$ cat src/rtl/decoder_scan_sel.sv
// Scan select generator for a 3-to-8 decoder: blanked address changes, digit/frame strobes.
// Define SCAN_MASK_EN to let the mask input skip digits; otherwise every digit 0..LAST is scanned.
module decoder_scan_sel #(
    parameter int DIV   = 1000,
    parameter int BLANK = 4,
    parameter int LAST  = 7
) (
    input  logic       clk,
    input  logic       rst,
    input  logic       run,
    input  logic [7:0] mask,
    output logic [2:0] A,
    output logic       E,
    output logic       step,
    output logic       frame
);

    localparam int MAXC = (DIV > BLANK) ? DIV : BLANK;
    localparam int CW   = (MAXC > 1) ? $clog2(MAXC) : 1;
    localparam logic [CW-1:0] DIV_M1   = CW'(DIV - 1);
    localparam logic [CW-1:0] BLANK_M1 = CW'(BLANK - 1);

    typedef enum logic [1:0] {
        S_IDLE,
        S_BLANK,
        S_SHOW
    } state_t;

    state_t        state, state_n;
    logic [CW-1:0] cnt, cnt_n;
    logic [2:0]    a_n;
    logic          e_n, step_n, frame_n;
    logic          start, start_n;
    logic          found, found_n;
    logic          wrap, wrap_n;

    logic [7:0]    en_vec;
    logic          hit;
    logic [2:0]    pick;
    int            base;
    int            idx;

`ifdef SCAN_MASK_EN
    assign en_vec = mask;
`else
    logic unused_mask;
    assign en_vec      = 8'hFF;
    assign unused_mask = ^mask;
`endif

    // First enabled index at or after the search base, wrapping within 0..LAST.
    always_comb begin
        hit  = 1'b0;
        pick = A;
        base = start ? 0 : int'(A) + 1;
        idx  = 0;
        for (int k = 0; k < 8; k++) begin
            idx = (base + k) % (LAST + 1);
            if (!hit && k <= LAST && en_vec[idx[2:0]]) begin
                hit  = 1'b1;
                pick = idx[2:0];
            end
        end
    end

    always_comb begin
        state_n = state;
        cnt_n   = cnt;
        a_n     = A;
        e_n     = 1'b0;
        step_n  = 1'b0;
        frame_n = 1'b0;
        start_n = start;
        found_n = found;
        wrap_n  = wrap;
        if (!run) begin
            state_n = S_IDLE;
            cnt_n   = '0;
        end else begin
            unique case (state)
                S_IDLE: begin
                    state_n = S_BLANK;
                    cnt_n   = BLANK_M1;
                    start_n = 1'b1;
                end
                S_BLANK: begin
                    if (cnt == BLANK_M1) begin
                        found_n = hit;
                        wrap_n  = start | (pick <= A);
                        if (hit) a_n = pick;
                    end
                    if (cnt == '0) begin
                        cnt_n = BLANK_M1;
                        if (found) begin
                            state_n = S_SHOW;
                            cnt_n   = DIV_M1;
                            e_n     = 1'b1;
                            step_n  = 1'b1;
                            frame_n = wrap;
                            start_n = 1'b0;
                        end
                    end else begin
                        cnt_n = cnt - 1'b1;
                    end
                end
                S_SHOW: begin
                    e_n = 1'b1;
                    if (cnt == '0) begin
                        state_n = S_BLANK;
                        cnt_n   = BLANK_M1;
                        e_n     = 1'b0;
                    end else begin
                        cnt_n = cnt - 1'b1;
                    end
                end
                default: state_n = S_IDLE;
            endcase
        end
    end

    always_ff @(posedge clk) begin
        if (rst) begin
            state <= S_IDLE;
            cnt   <= '0;
            A     <= '0;
            E     <= 1'b0;
            step  <= 1'b0;
            frame <= 1'b0;
            start <= 1'b0;
            found <= 1'b0;
            wrap  <= 1'b0;
        end else begin
            state <= state_n;
            cnt   <= cnt_n;
            A     <= a_n;
            E     <= e_n;
            step  <= step_n;
            frame <= frame_n;
            start <= start_n;
            found <= found_n;
            wrap  <= wrap_n;
        end
    end

endmodule
$ cat config.mk
export PLATFORM = sky130hd
export DESIGN_NAME = decoder_scan_sel
export DESIGN_NICKNAME = d
export VERILOG_FILES = /design/src/rtl/decoder_scan_sel.sv
export SDC_FILE = /design/constraint.sdc
export NUM_CORES = 1
export LEC_CHECK = 0
export ABC_AREA = 1
export CAP_MARGIN = 20
export CORE_ASPECT_RATIO = 1.5
export CORE_MARGIN = 5
export CORE_UTILIZATION = 55
export DETAILED_ROUTE_END_ITERATION = 10
export PLACE_DENSITY = 0.8
export SLEW_MARGIN = 20
export SYNTH_ARGS = -nofsm -noshare
export SYNTH_HDL_FRONTEND = slang
export SYNTH_SLANG_ARGS = --single-unit
$ cat constraint.sdc
create_clock -name clk -period 2.1 [get_ports clk]
set_input_delay 0.21 -clock clk [delete_from_list [all_inputs] [get_ports clk]]
set_output_delay 0.21 -clock clk [all_outputs]
set_load 0.005 [all_outputs]
==> metrics.txt <==
Routed WL per cell=12.46 um; Avg Cell Area, Syn=6.871 um^2; M1 GR Usage=20.93%; die width=48.18 um; DP Wirelength=2.042 mm; number of synthesized register bits=21; crit share post-route=79.66%; Util after Layout=65.30%; post-synth top area share=34.96%; fillers=176; Max stage delay on crit path=0.41 ns; area grow syn2layout=11.45%; Top cell by count, worst path=inv_1; worst slew pin tran=0.4138 ns; Root Buffer=clkbuf_4; R2R Path Start=state[0]; layout cells sized above 1=8.556%; DRT Wirelength=2.604 mm; Die Height=67.27 um; setup TNS=0 ns; Core Rows=20; Worst setup startpoint=state[0]; hold crit path type=reg -> reg; vias per cell=5.627; met3 GRT Util=2.400%; max-slew violations=0; most common cell after layout, fill and taps aside=nand2_1; Detailed Routing Iterations Pass 1=4; worst-path maximum fanout=5; post-CTS setup repair buffer count=0; Cells after Synth=175; Vias=1176; grt ovf=0; crit path max-delay cell type=dfxtp_1; CP required=2.34 ns; Final Hold Viols=0; net count after synthesis=194; EDFF count, synth=0; CTS Buffer Depth=2; Buffers on Ports=8; top_reg_cell synth=dfxtp_1; grt met2 use=33.50%; H-tree Lvls=1; Starting Density=58.60%; nets=207; area of the multi-input gates=678.2 um^2; register area=420.4 um^2; global route hottest layer=met2; register area share after synthesis=34.96%; arrival time worst endpoint=1.91 ns; largest cells by area after synthesis=dfxtp_1, nand2_1, ha_1, inv_1, nor2_1; Mapped Area=1202 um^2; clk sinks=21; hold_buf cts=0; pwr dens=528.6 nW/um^2; vias in the first global route=1085; VDD IR max=0.0003736 V; Leak Pwr=0.6148 nW; DIE AREA=3240 um^2; post-CTS sizing=0; TritonCTS clock tree=built; crit path cell chain=inv_1 > ha_1 > inv_1 > nor2_1 > a21boi_1 > nand2_1 > a21oi_1; async set-reset flop share out of synthesis=0%; Total GRT Usage=18.98%; fin crit period=1.673 ns; fin cells=209; Buf/Inv on CP=2; most frequent cells in the layout=nand2_1, inv_1, nor2_1; Top Ports=17; worst skew pair latency=0.31 ns; Core ar.=2052 um^2; Critical Path Start Type=flip-flop; Worst Setup End Kind=flip-flop; clk_skew=0.006531 ns; RSZ-0062 raised after global routing=false; cell family with most CP delay=compound AO/OA/AOI/OAI gates; n_diodes=0; First DRT Iteration DRCs=47; largest net degree at the start of global routing=13; post-synthesis cell type count=22; Yosys top cell by area=dfxtp_1; Routed Antenna Nets=0; max cap viols=0; Worst Hold Launch=wrap; CTS Buf Count=3; clock-pin slew on the worst setup and hold paths=0.12 ns; # DRC=0; outcome=complete, no violations; initial antenna violation count=0; YS warnings=0; first-pass GRT wire length=4.491 mm; kind of critical path=reg -> reg; Final Setup Violations=0; RD Place Congestion=0.8388; Cells after DPL=205; headroom to the max-slew limit=72.41%; Max Clock Freq=0.5978 GHz
## flip-flops by register name, summed over array words and instances (netlist names)
name and cells:
frame 1, state 2, cnt 10, found 1, start 1, E 1, wrap 1, step 1
A 3
## report_power, final
part	switching (mW)	internal [mW]	total [mW]
Combinational	0.0645	0.0370	0.101
Clock	0.124	0.0712	0.195
Sequential	0.00674	0.405	0.412
## final cells by class
type                    count  area share (%)
flip-flops and latches     21           31.37
clock buffers               3           1.681
repair buffers              9           6.536
well taps                  22           2.054
clock inverters             1          0.3735
multi-input cells         127           50.61
inverters                  26           7.376
## through the flow
| step | instance area, um^2 | setup slack [ns] | total power [mW] | hold WS [ns] |
|---|---|---|---|---|
| 6_report | 1340 | 0.4271 | 0.7083 | 0.4508 |
| 5_1_grt | 1340 | 0.2749 | 0.7569 | 0.4934 |
| 4_1_cts | 1340 | 0.4586 | 0.7192 | 0.4556 |
| 3_5_place_dp | 1313 | 0.4982 | 0.5204 | 0.4367 |
| 3_3_place_gp | 1313 | 0.5255 | 0.5178 | 0.4276 |
| 2_1_floorplan | 1202 | 0.6951 | 0.4925 | 0.2791 |
## path summary, 6_finish.rpt
check | end | slack, ns | depth (start not counted)
setup / recovery | cnt[2] | 0.43 | 7
hold / removal | frame | 0.45 | 2
setup reg to reg | cnt[2] | 0.43 | 7
hold reg to reg | frame | 0.45 | 2
## cells in the mapped netlist (all sizes together) (2+ instances only)
cell    number
a211oi       3
dfxtp       21
inv         25
nand3       19
o21ai       12
a21oi       11
nor2        30
nor3         3
ha           8
nand2       35
o21bai       2
## tightest hold or removal path: stages, from the launching register on
cell,delay (ns)
dfxtp_1,0.34
inv_1,0.05
nor2_1,0.03
## cell families after synthesis
logic type	synth area share, %
AO/OA/AOI/OAI	14.78
XOR/XNOR	0.7285
adder cells (fa/ha/maj)	8.325
buffers and inverters	8.636
flip-flops	34.96
AND/OR/NAND/NOR	32.57
## layer usage
layer / routed length [um] / up-vias
met5: 0 / -
met4: 58 / 0
met3: 149 / 7
met2: 1364 / 40
met1: 1031 / 542
li1: - / 587
(Power assumes the default switching activity.)
